`src/rtl/pipeline_hazard_ctrl_pkg.sv`:
```
// Shared types and defaults for the pipeline hazard sequencer.
package pipeline_hazard_ctrl_pkg;

  localparam int WORD_SIZE        = 16;
  localparam int DRAIN_CYCLES_DEF = 3;

  typedef enum logic [1:0] {
    RUN    = 2'd0,
    DRAIN  = 2'd1,
    HALTED = 2'd2
  } hz_state_e;

endpackage

```
`src/rtl/pipeline_hazard_ctrl_hazard_detect.sv`:
```
// Combinational load-use detector: the ID instruction reads the register a load in EX writes.
module hazard_detect
  import pipeline_hazard_ctrl_pkg::*;
(
  input  logic       ex_mem_read,
  input  logic [1:0] ex_rd,
  input  logic [1:0] id_rs,
  input  logic [1:0] id_rt,
  input  logic       id_use_rs,
  input  logic       id_use_rt,
  output logic       load_use
);

  always_comb begin
    load_use = 1'b0;
    if (ex_mem_read) begin
      load_use = (id_use_rs && (id_rs == ex_rd)) || (id_use_rt && (id_rt == ex_rd));
    end else begin
      load_use = 1'b0;
    end
  end

endmodule

```
`src/rtl/pipeline_hazard_ctrl.sv`:
```
// Stall/flush sequencer: per-cycle enables, HLT drain FSM and saturating stall counter.
module pipeline_hazard_ctrl
  import pipeline_hazard_ctrl_pkg::*;
#(
  parameter int DRAIN_CYCLES = DRAIN_CYCLES_DEF,
  parameter int CNT_W        = 16
) (
  input  logic             clk,
  input  logic             reset,
  input  logic [1:0]       id_rs,
  input  logic [1:0]       id_rt,
  input  logic             id_use_rs,
  input  logic             id_use_rt,
  input  logic             ex_mem_read,
  input  logic [1:0]       ex_rd,
  input  logic             ex_mispredict,
  input  logic             id_jump,
  input  logic             id_halt,
  input  logic             i_mem_ready,
  input  logic             d_mem_ready,
  output logic             pc_write,
  output logic             if_id_write,
  output logic             if_id_flush,
  output logic             id_ex_flush,
  output logic             pipe_freeze,
  output logic             halted,
  output logic [CNT_W-1:0] stall_count
);

  localparam int DCW = (DRAIN_CYCLES < 2) ? 1 : $clog2(DRAIN_CYCLES);

  hz_state_e        state_q, state_d;
  logic [DCW-1:0]   drain_cnt_q, drain_cnt_d;
  logic [CNT_W-1:0] stall_count_q, stall_count_d;
  logic             freeze_s;
  logic             load_use_s;

  hazard_detect u_hazard_detect (
    .ex_mem_read (ex_mem_read),
    .ex_rd       (ex_rd),
    .id_rs       (id_rs),
    .id_rt       (id_rt),
    .id_use_rs   (id_use_rs),
    .id_use_rt   (id_use_rt),
    .load_use    (load_use_s)
  );

  assign freeze_s    = !i_mem_ready || !d_mem_ready;
  assign stall_count = stall_count_q;

  always_comb begin
    state_d     = state_q;
    drain_cnt_d = drain_cnt_q;
    pc_write    = 1'b0;
    if_id_write = 1'b0;
    if_id_flush = 1'b0;
    id_ex_flush = 1'b0;
    pipe_freeze = 1'b0;
    halted      = 1'b0;
    if (reset) begin
      if_id_flush = 1'b1;
      id_ex_flush = 1'b1;
      state_d     = RUN;
      drain_cnt_d = '0;
    end else begin
      case (state_q)
        RUN: begin
          if (freeze_s) begin
            pipe_freeze = 1'b1;
          end else if (ex_mispredict) begin
            pc_write    = 1'b1;
            if_id_write = 1'b1;
            if_id_flush = 1'b1;
            id_ex_flush = 1'b1;
          end else if (load_use_s) begin
            id_ex_flush = 1'b1;
          end else if (id_jump) begin
            pc_write    = 1'b1;
            if_id_write = 1'b1;
            if_id_flush = 1'b1;
          end else if (id_halt) begin
            id_ex_flush = 1'b1;
            // A single-bubble drain finishes in the HLT cycle itself.
            state_d     = (DRAIN_CYCLES > 1) ? DRAIN : HALTED;
            drain_cnt_d = DCW'(DRAIN_CYCLES - 1);
          end else begin
            pc_write    = 1'b1;
            if_id_write = 1'b1;
          end
        end
        DRAIN: begin
          if (freeze_s) begin
            pipe_freeze = 1'b1;
          end else if (ex_mispredict) begin
            pc_write    = 1'b1;
            if_id_write = 1'b1;
            if_id_flush = 1'b1;
            id_ex_flush = 1'b1;
            state_d     = RUN;
            drain_cnt_d = '0;
          end else begin
            id_ex_flush = 1'b1;
            if (drain_cnt_q <= DCW'(1)) begin
              state_d     = HALTED;
              drain_cnt_d = '0;
            end else begin
              drain_cnt_d = drain_cnt_q - DCW'(1);
            end
          end
        end
        HALTED: begin
          halted      = 1'b1;
          id_ex_flush = 1'b1;
        end
        default: begin
          id_ex_flush = 1'b1;
          state_d     = RUN;
          drain_cnt_d = '0;
        end
      endcase
    end
  end

  always_comb begin
    stall_count_d = stall_count_q;
    if (reset) begin
      stall_count_d = '0;
    end else if ((state_q != HALTED) && !pc_write && (stall_count_q != {CNT_W{1'b1}})) begin
      stall_count_d = stall_count_q + CNT_W'(1);
    end else begin
      stall_count_d = stall_count_q;
    end
  end

  always_ff @(posedge clk) begin
    if (reset) begin
      state_q       <= RUN;
      drain_cnt_q   <= '0;
      stall_count_q <= '0;
    end else begin
      state_q       <= state_d;
      drain_cnt_q   <= drain_cnt_d;
      stall_count_q <= stall_count_d;
    end
  end

endmodule

```
`config.mk`:
```
export PLATFORM = sky130hd
export DESIGN_NAME = pipeline_hazard_ctrl
export DESIGN_NICKNAME = d
export VERILOG_FILES = /design/src/rtl/pipeline_hazard_ctrl_pkg.sv /design/src/rtl/pipeline_hazard_ctrl_hazard_detect.sv /design/src/rtl/pipeline_hazard_ctrl.sv
export SDC_FILE = /design/constraint.sdc
export NUM_CORES = 1
export LEC_CHECK = 0
export CORE_ASPECT_RATIO = 1.5
export CORE_MARGIN = 2
export CORE_UTILIZATION = 46
export DETAILED_ROUTE_END_ITERATION = 16
export PLACE_DENSITY = 0.91
export SYNTH_ARGS = -nofsm -noshare
export SYNTH_HDL_FRONTEND = slang
export SYNTH_SLANG_ARGS = --single-unit
export TNS_END_PERCENT = 50
```
`constraint.sdc`:
```
create_clock -name clk -period 2.3 [get_ports clk]
set_clock_uncertainty 0.15 [all_clocks]
set_input_delay 0.345 -clock clk [delete_from_list [all_inputs] [get_ports clk]]
set_output_delay 0.345 -clock clk [all_outputs]
set_load 0.05 [all_outputs]
```
; Word-level counts from Yosys, hierarchy flattened
; Cells that the tools add are included.
; W data, S select, Z words.
[word_totals]
reg_bits = 20
input_bits = 16
wordCells = 80
[op_classes]
addsub = 2
n_lt_le_gt_ge = 1
n_eq_ne = 13
muxes = 47
n_bitwise = 1
n_reduce_logical = 13
[ops]
columns = cell, count
row1 = $mux W2, 16
row2 = $mux W1, 26
row3 = $add A16 B1 Y16 const B, 1
row4 = $ne A16 B16 Y1 const B, 1
row5 = $ne A2 B2 Y1 const B, 7
row6 = $pmux W2 S3, 2
row7 = $reduce_and A8 Y1, 1
row8 = $reduce_and A7 Y1, 1
row9 = $pmux W1 S2, 3
row10 = $eq A2 B2 Y1, 2
row11 = $logic_and A1 B1 Y1, 4
row12 = $logic_not A1 Y1, 3
row13 = $ne A3 B3 Y1 const B, 1
row14 = $eq A2 B1 Y1 const B, 1
row15 = $eq A2 B2 Y1 const B, 1
row16 = $le A2 B1 Y1 const B, 1
row17 = $logic_not A2 Y1, 1
row18 = $logic_or A1 B1 Y1, 2
row19 = $reduce_or A2 Y1, 1
row20 = $sub A2 B1 Y2 const B, 1
row21 = $not A1 Y1, 1

; Longest topological paths before layout
; Gate-level depths: netlist (run 1).
[depth]
ltp_word = 12
ltp_mapped = 7
mapped_depth_nobuf = 6

; Cells and area by module
; A second synthesis (run 1) with hierarchy kept.
[hier_totals]
cells_unflattened = 144
hier_area_um2 = 1188.6
[by_module_without_submodules]
columns = module, instances, cells_each, area_each_um2
row1 = pipeline_hazard_ctrl, 1, 135, 1129.8
row2 = hazard_detect, 1, 9, 58.8

; Worst setup path before layout (run 1)
; OpenSTA, ideal clock, no wires.
[synth_timing]
kind = input -> output
startpoint = input reset
endpoint = output pc_write
arrival_ns = 2.058
t_required_ns = 1.805
path_slack_ns = -0.253
cell_stages = 7
n_path_buf = 2
path_cell_list = buf_2 nor2_1 nand2_1 nor2_1 nand3_1 a21oi_1 buf_4
[synth_between]
elab_chain_cells = 1
[synth_rtl]
columns = element, line_no
row1 = from (decl), pipeline_hazard_ctrl.sv:9  ; input logic reset,
row2 = $mux W1, --
row3 = to (decl), pipeline_hazard_ctrl.sv:21  ; output logic pc_write,
; No other way between the ends.

; Final worst setup path (run 1)
[layout_timing]
startpoint = input id_rs[1]
endpoint = output id_ex_flush
[layout_between]
elab_chain_cells = 9
[layout_rtl]
columns = element, line_no
row1 = from (decl), pipeline_hazard_ctrl.sv:10  ; input logic [1:0] id_rs,
row2 = $eq A2 B2 Y1, pipeline_hazard_ctrl_hazard_detect.sv:17  ; load_use = (id_use_rs && (id_rs == ex_rd)) || (id_use_rt && (id_rt == ex_rd));
row3 = $logic_and A1 B1 Y1, pipeline_hazard_ctrl_hazard_detect.sv:17
row4 = $logic_or A1 B1 Y1, pipeline_hazard_ctrl_hazard_detect.sv:17
row5 = $mux W1, pipeline_hazard_ctrl_hazard_detect.sv:16  ; if (ex_mem_read) begin
row6 = $mux W1, pipeline_hazard_ctrl.sv:75  ; end else if (load_use_s) begin
row7 = $mux W1, pipeline_hazard_ctrl.sv:70  ; end else if (ex_mispredict) begin
row8 = $mux W1, pipeline_hazard_ctrl.sv:68  ; if (freeze_s) begin
row9 = $pmux W1 S2, pipeline_hazard_ctrl.sv:66  ; case (state_q)
row10 = $mux W1, pipeline_hazard_ctrl.sv:60  ; if (reset) begin
row11 = to (decl), pipeline_hazard_ctrl.sv:24  ; output logic id_ex_flush,
; No other way between the ends.

==> metrics.txt, run 1 <==
# TYPE chip_impl_metric gauge
chip_impl_metric{name="ir_drop",unit="V"} 0.000418
chip_impl_metric{name="synth_cells",unit=""} 158
chip_impl_metric{name="synth_top_area_share",unit="%"} 32.1
chip_impl_metric{name="synthSimpleGateAreaFrac",unit="%"} 36.2
chip_impl_metric{name="ff_latch_area",unit="um2"} 400
chip_impl_info{name="type_of_the_worst_min_delay_path",value="register to register"} 1
chip_impl_metric{name="start_util",unit="%"} 47.6
chip_impl_metric{name="setup_violations",unit=""} 0
chip_impl_metric{name="grt_start_max_net_pins",unit=""} 17
chip_impl_metric{name="power.leakage",unit="nW"} 0.679
chip_impl_info{name="yosys.area.top_type",value="sky130_fd_sc_hd__dfxtp_1"} 1
chip_impl_metric{name="die_x",unit="um"} 46.5
chip_impl_metric{name="globalRoute.totalOverflow",unit=""} 0
chip_impl_metric{name="core_area",unit="um2"} 2620
chip_impl_metric{name="ctsHoldBuffers",unit=""} 0
chip_impl_info{name="most_common_cell_after_layout_fill_and_taps_aside",value="sky130_fd_sc_hd__clkdlybuf4s50_1"} 1
chip_impl_metric{name="syn_nets",unit=""} 175
chip_impl_info{name="final_cell_mix",value="27 x sky130_fd_sc_hd__clkdlybuf4s50_1, 20 x sky130_fd_sc_hd__dfxtp_1, 19 x sky130_fd_sc_hd__buf_4, 16 x sky130_fd_sc_hd__a21oi_1"} 1
chip_impl_metric{name="total_of_flip_flops_plus_latches_after_synthesis",unit=""} 20
chip_impl_metric{name="finalNonFillerCells",unit=""} 243
chip_impl_metric{name="max-slew-margin-rel",unit="%"} 64.4
chip_impl_metric{name="chipHeight",unit="um"} 67.8
chip_impl_metric{name="detail_route.wl_per_cell",unit="um"} 15.3
chip_impl_info{name="status",value="completed"} 1
chip_impl_info{name="timing.critical_path.max_delay_family",value="buffers and inverters"} 1
chip_impl_metric{name="numCtsBuffers",unit=""} 3
chip_impl_info{name="worstHoldStart",value="stall_count[15]$_SDFFE_PP0P_"} 1
chip_impl_info{name="synth.top_cells.by_area",value="sky130_fd_sc_hd__dfxtp_1 32%, sky130_fd_sc_hd__a21oi_1 6.8%, sky130_fd_sc_hd__or3_1 5.5%"} 1
chip_impl_metric{name="period_share",unit="%"} 99.2
chip_impl_metric{name="syn_to_final_growth",unit="%"} 50.4
chip_impl_metric{name="pin_count",unit=""} 38
chip_impl_info{name="cts_tree",value="yes"} 1
chip_impl_metric{name="cp_data_required_time",unit="ps"} 1800
chip_impl_metric{name="grt_antenna_before_repair",unit=""} 0
chip_impl_metric{name="synthAdderAreaFrac",unit="%"} 1.00
chip_impl_metric{name="place.detailed.hpwl",unit="mm"} 2.68
chip_impl_metric{name="track_usage",unit="%"} 24.4
chip_impl_info{name="ctsRootBufferMaster",value="sky130_fd_sc_hd__clkbuf_8"} 1
chip_impl_metric{name="max-cap-violations",unit=""} 0
chip_impl_metric{name="cp_num_buf_inv",unit=""} 3
chip_impl_metric{name="drt_iter0_markers",unit=""} 56
chip_impl_metric{name="synth.avg_cell_area",unit="um2"} 7.90
chip_impl_info{name="path_cells",value="clkdlybuf4s50_1, xnor2_1, nand4_1, buf_4, nand3_4, a2bb2oi_2, buf_12"} 1
chip_impl_metric{name="cts-htree-levels",unit=""} 1
chip_impl_metric{name="layout_min_cycle_time",unit="ps"} 2280
chip_impl_metric{name="power.density",unit="nW/um2"} 419
chip_impl_metric{name="floorplan.die_area",unit="um2"} 3150
chip_impl_metric{name="antenna-diode-count",unit=""} 0
chip_impl_metric{name="worstSkewPairLatency",unit="ps"} 250
chip_impl_metric{name="clock_sink_count",unit=""} 20
chip_impl_metric{name="timing.fmax",unit="MHz"} 438
chip_impl_info{name="worstReg2RegStart",value="state_q[0]$_SDFFE_PP0P_"} 1
chip_impl_metric{name="fillers",unit=""} 205
chip_impl_metric{name="first_global_vias",unit=""} 1422
chip_impl_info{name="crit_path_start",value="id_rs[1]"} 1
chip_impl_info{name="critPathCaptureType",value="output port"} 1
chip_impl_metric{name="drt_wl_total",unit="mm"} 3.73
chip_impl_info{name="setup.worst_path.class",value="primary input to output port"} 1
chip_impl_metric{name="finalPower",unit="mW"} 0.785
chip_impl_metric{name="final_layout_size_suffix_gt1_share",unit="%"} 19.4
chip_impl_metric{name="fin_worst_hold_slack",unit="ps"} 360
chip_impl_metric{name="avgViaCountPerCell",unit=""} 5.93
chip_impl_metric{name="numPortBuffers",unit=""} 37
chip_impl_metric{name="place_congestion",unit=""} 0.889
chip_impl_metric{name="synth_cell_types",unit=""} 43
chip_impl_metric{name="post-place-cells",unit=""} 235
chip_impl_info{name="critPathLaunchType",value="primary input"} 1
chip_impl_metric{name="synth-compound-area-share",unit="%"} 20.5
chip_impl_metric{name="core.rowCount",unit=""} 23
chip_impl_metric{name="clock_input_transition_at_the_sequential_cells_of_the_worst_setup_and_hold_paths",unit="ps"} 70
chip_impl_metric{name="drc",unit=""} 0
chip_impl_info{name="combinational_family_with_the_most_area_after_synthesis",value="simple AND/OR/NAND/NOR gates"} 1
chip_impl_metric{name="finish.instance_area",unit="um2"} 1880
chip_impl_metric{name="crit_fanout",unit=""} 4
chip_impl_metric{name="transition_time_of_the_tightest_slew_check_pin",unit="ps"} 533
chip_impl_metric{name="timing_max_transition_violations_final",unit=""} 0
chip_impl_metric{name="layout.nets",unit=""} 225
chip_impl_metric{name="multiInputGateArea",unit="um2"} 833
chip_impl_metric{name="cts.path.max_buffers",unit=""} 2
chip_impl_metric{name="yosys_warnings",unit=""} 0
chip_impl_metric{name="post_synth_instance_area",unit="um2"} 1250
chip_impl_metric{name="global_route_wire_length_before_repair",unit="mm"} 5.75
chip_impl_metric{name="post_synth_mux_area_share",unit="%"} 2.61
chip_impl_metric{name="ys_seq_area_share",unit="%"} 32.1
chip_impl_metric{name="vias",unit=""} 1441
chip_impl_metric{name="timing.final.hold_violations",unit=""} 0
chip_impl_info{name="cpMaxStageDelayCell",value="sky130_fd_sc_hd__clkdlybuf4s50_1"} 1
chip_impl_metric{name="worst-endpoint-arrival",unit="ps"} 1790
chip_impl_metric{name="slowest_delay",unit="ps"} 480
chip_impl_metric{name="drt_pass1_iterations",unit=""} 4
chip_impl_metric{name="route.antenna.remaining_nets",unit=""} 0
chip_impl_metric{name="synthXorXnorAreaFrac",unit="%"} 2.81
chip_impl_metric{name="postPlaceCellArea",unit="um2"} 1750
cells in the mapped netlist (all sizes together):
cell,instances
nand4bb,1
a31oi,2
a2111oi,2
o21ai,13
clkbuf,4
nor3b,1
or4,2
nor2,10
or3b,1
and4,3
nor2b,4
nand2,12
and2,2
mux2,2
nand4,8
nand4b,1
o31ai,3
a2bb2oi,1
ha,1
a41oi,1
nand2b,1
dfxtp,20
nand3,9
and3,3
nor3,4
a21oi,18
mux2i,1
a21boi,1
or3,11
xnor2,4
buf,6
and4b,2
nor4,1
inv,2
nand3b,1
tightest hold or removal path: stages, from the launching register on:
cell                      delay, ps
sky130_fd_sc_hd__dfxtp_1        330
sky130_fd_sc_hd__o21ai_0         70
sky130_fd_sc_hd__a21oi_1         60
flip-flops by register name, summed over array words and instances, names as in the netlist:
register     count
drain_cnt_q      2
stall_count     16
state_q          2
layout make-up:
type                       count  area share, %
timing repair buffer          55           29.2
tap                           37           2.47
multi-input combinational    126           44.4
clock buffer                   3           2.20
inverter                       2          0.400
sequential                    20           21.3
what timing repair did:
item                       4_1_cts  5_1_grt
pin swaps                        5        8
setup endpoints to repair        4        4
gates resized for setup          8        6
buffers inserted                 1        4
worst paths after layout:
| path | slack [ps] | to | cells after the start |
|---|---|---|---|
| worst min-delay path | 360 | stall_count[15]$_SDFFE_PP0P_ | 2 |
| worst min register to register | 360 | stall_count[15]$_SDFFE_PP0P_ | 2 |
| worst max register to register | 260 | stall_count[11]$_SDFFE_PP0P_ | 5 |
| worst max-delay path | 20 | id_ex_flush | 7 |
layer usage:
metal  vias up  track usage, %  part of all wire (%)
met3         4            2.67                   7.5
li1        696               -                     -
met2        74            44.3                    55
met4         0            15.0                   1.1
met1       667            25.1                    36
met5         -               0                     0
metrics by stage:
step	utilization (%)	setup WS (ps)	setup TNS, ps
2_1_floorplan	-	24.2	0
3_3_place_gp	66.7	-18.9	-25.7
3_5_place_dp	66.7	-122	-1030
4_1_cts	69.6	33.3	0
5_1_grt	71.6	-28.6	-55.6
6_report	71.6	17.4	0
where the power goes:
group	internal (mW)	leakage (nW)	total, mW	switching, mW
Clock	0.116	0.0216	0.221	0.105
Combinational	0.0948	0.496	0.201	0.106
Sequential	0.354	0.162	0.363	0.00968
logic make-up after synthesis:
group / Yosys count
and+or+nand+nor: 77
muxes: 3
buffers and inverters: 12
xor gates and xnor gates: 4
AOI/OAI and AO/OA: 41
adders and majority gates: 1
DFF: 20
(Power assumes the default switching activity.)
==> inputs of run 2 (changes only) <==
Settings changed: CORE_MARGIN 2 to 1.5.
==> metrics.txt, run 2 (synthesized netlist as in run 1, its figures left out) <==
# TYPE chip_impl_metric gauge
chip_impl_info{name="status",value="completed"} 1
chip_impl_metric{name="drt_wl_total",unit="mm"} 3.81
chip_impl_metric{name="place_congestion",unit=""} 0.899
chip_impl_metric{name="timing_max_transition_violations_final",unit=""} 0
chip_impl_metric{name="crit_fanout",unit=""} 8
chip_impl_metric{name="timing.fmax",unit="MHz"} 445
chip_impl_metric{name="route.antenna.remaining_nets",unit=""} 0
chip_impl_info{name="crit_path_start",value="id_rs[1]"} 1
chip_impl_metric{name="timing.final.hold_violations",unit=""} 0
chip_impl_metric{name="power.density",unit="nW/um2"} 442
chip_impl_metric{name="first_global_vias",unit=""} 1456
chip_impl_metric{name="ctsHoldBuffers",unit=""} 0
chip_impl_metric{name="chipHeight",unit="um"} 66.8
chip_impl_metric{name="max-cap-violations",unit=""} 0
chip_impl_metric{name="transition_time_of_the_tightest_slew_check_pin",unit="ps"} 530
chip_impl_metric{name="antenna-diode-count",unit=""} 0
chip_impl_metric{name="global_route_wire_length_before_repair",unit="mm"} 6.02
chip_impl_metric{name="combPwrFrac",unit="%"} 23.9
chip_impl_info{name="worstReg2RegStart",value="stall_count[0]$_SDFFE_PP0P_"} 1
chip_impl_metric{name="clkPwrFrac",unit="%"} 32.2
chip_impl_metric{name="multiInputGateArea",unit="um2"} 820
chip_impl_metric{name="largest_reg_flops",unit=""} 16
chip_impl_metric{name="place.detailed.hpwl",unit="mm"} 2.75
chip_impl_metric{name="cts.path.max_buffers",unit=""} 2
chip_impl_metric{name="worstSkewPairLatency",unit="ps"} 260
chip_impl_metric{name="numCtsBuffers",unit=""} 3
chip_impl_info{name="worstHoldStart",value="stall_count[15]$_SDFFE_PP0P_"} 1
chip_impl_metric{name="track_usage",unit="%"} 26.4
chip_impl_metric{name="drc",unit=""} 0
chip_impl_metric{name="grt_start_max_net_pins",unit=""} 17
chip_impl_metric{name="setup_ws_final",unit="ps"} 51.4
chip_impl_metric{name="ir_drop",unit="V"} 0.000488
chip_impl_metric{name="drt_iter0_markers",unit=""} 47
chip_impl_metric{name="finalNonFillerCells",unit=""} 243
chip_impl_metric{name="die_x",unit="um"} 45.5
chip_impl_metric{name="final_layout_size_suffix_gt1_share",unit="%"} 18.4
chip_impl_metric{name="max-slew-margin-rel",unit="%"} 64.6
chip_impl_metric{name="avgViaCountPerCell",unit=""} 5.96
chip_impl_metric{name="core.rowCount",unit=""} 23
chip_impl_info{name="cts_tree",value="yes"} 1
chip_impl_info{name="final_cell_mix",value="27 x sky130_fd_sc_hd__clkdlybuf4s50_1, 20 x sky130_fd_sc_hd__dfxtp_1, 18 x sky130_fd_sc_hd__buf_4, 16 x sky130_fd_sc_hd__a21oi_1"} 1
chip_impl_metric{name="vias",unit=""} 1448
chip_impl_metric{name="pin_count",unit=""} 38
chip_impl_metric{name="internal-power",unit="mW"} 0.599
chip_impl_metric{name="core_area",unit="um2"} 2620
chip_impl_info{name="critPathLaunchType",value="primary input"} 1
chip_impl_metric{name="totalNegativeSetupSlack",unit="ps"} 0
chip_impl_metric{name="power.leakage",unit="nW"} 0.690
chip_impl_metric{name="numPortBuffers",unit=""} 37
chip_impl_info{name="type_of_the_worst_min_delay_path",value="register to register"} 1
chip_impl_metric{name="floorplan.die_area",unit="um2"} 3040
chip_impl_metric{name="fillers",unit=""} 197
chip_impl_info{name="critPathCaptureType",value="register"} 1
chip_impl_metric{name="grt.met1_usage",unit="%"} 26.5
chip_impl_metric{name="switching_power",unit="mW"} 0.228
chip_impl_metric{name="swShare",unit="%"} 27.5
chip_impl_info{name="setup.worst_path.class",value="primary input to register"} 1
chip_impl_metric{name="drt_pass1_iterations",unit=""} 4
chip_impl_info{name="ctsRootBufferMaster",value="sky130_fd_sc_hd__clkbuf_8"} 1
chip_impl_metric{name="grt_antenna_before_repair",unit=""} 0
chip_impl_metric{name="detail_route.wl_per_cell",unit="um"} 15.7
chip_impl_metric{name="clock_input_transition_at_the_sequential_cells_of_the_worst_setup_and_hold_paths",unit="ps"} 70
chip_impl_metric{name="place_worst_setup_slack",unit="ps"} -174
chip_impl_metric{name="layout.nets",unit=""} 224
chip_impl_metric{name="seq_power_share",unit="%"} 43.9
chip_impl_metric{name="start_util",unit="%"} 47.6
chip_impl_metric{name="layout_min_cycle_time",unit="ps"} 2250
chip_impl_info{name="top_usage_layer",value="met2"} 1
chip_impl_metric{name="worst-endpoint-arrival",unit="ps"} 2250
chip_impl_metric{name="setup_violations",unit=""} 0
chip_impl_metric{name="period_share",unit="%"} 97.8
chip_impl_metric{name="ff_latch_area",unit="um2"} 400
chip_impl_metric{name="cp_data_required_time",unit="ps"} 2300
chip_impl_metric{name="post-place-cells",unit=""} 236
chip_impl_metric{name="met2_track_demand_over_resource_in_global_routing",unit="%"} 47.7
chip_impl_info{name="most_common_cell_after_layout_fill_and_taps_aside",value="sky130_fd_sc_hd__clkdlybuf4s50_1"} 1
chip_impl_metric{name="globalRoute.totalOverflow",unit=""} 0
chip_impl_metric{name="syn_to_final_growth",unit="%"} 50.1
chip_impl_metric{name="clock_sink_count",unit=""} 20
chip_impl_metric{name="groute.layer.met3.usage",unit="%"} 3.79
chip_impl_metric{name="cts-htree-levels",unit=""} 1
==> run 2: power by group through the flow <==
stage,sequential (mW),combinational (mW),clock (mW)
global route,0.365,0.209,0.288
CTS,0.363,0.187,0.271
global placement,0.370,0.179,0
detailed placement,0.371,0.184,0
floorplan,0.387,0.0821,0
finish,0.363,0.198,0.266
==> run 2: repair_timing <==
| action | 4_1_cts | 5_1_grt |
|---|---|---|
| buffers inserted | 2 | 1 |
| resized for setup | 2 | 9 |
| setup endpoints to repair | 4 | 5 |
| pin swaps | 4 | 7 |
==> run 2: final timing paths <==
| path | cells past startpoint | slack [ps] | end |
|---|---|---|---|
| setup / recovery | 7 | 50 | stall_count[7]$_SDFFE_PP0P_ |
| hold / removal | 2 | 370 | stall_count[15]$_SDFFE_PP0P_ |
| setup reg to reg | 6 | 220 | stall_count[7]$_SDFFE_PP0P_ |
| hold reg to reg | 2 | 370 | stall_count[15]$_SDFFE_PP0P_ |
==> run 2: cell type report <==
class | instances | share of cell area, %
clock buffer | 4 | 2.94
inverter | 2 | 0.401
multi-input combinational | 126 | 43.8
sequential | 20 | 21.4
tap | 37 | 2.47
timing repair buffer | 54 | 29.0
==> run 2: layer usage <==
layer | wire [um] | vias to the layer above
li1 | - | 686
met1 | 1420 | 681
met2 | 2050 | 68
met3 | 216 | 13
met4 | 127 | 0
met5 | 0 | -
==> run 2: per-stage QoR <==
step	area, um2	hold slack [ps]	utilization [%]	power [mW]
floorplan	1250	324	-	0.469
global placement	1760	334	67.0	0.549
detailed placement	1760	359	67.0	0.554
CTS	1830	371	69.8	0.821
global route	1870	403	71.5	0.861
finish	1870	369	71.5	0.827
==> run 2: worst max-delay path, cell delays in order <==
cell	delay, ps
sky130_fd_sc_hd__clkdlybuf4s50_1	470
sky130_fd_sc_hd__xnor2_1	130
sky130_fd_sc_hd__nand4_1	170
sky130_fd_sc_hd__buf_4	180
sky130_fd_sc_hd__and4b_4	210
sky130_fd_sc_hd__nor4_1	370
sky130_fd_sc_hd__mux2_1	370
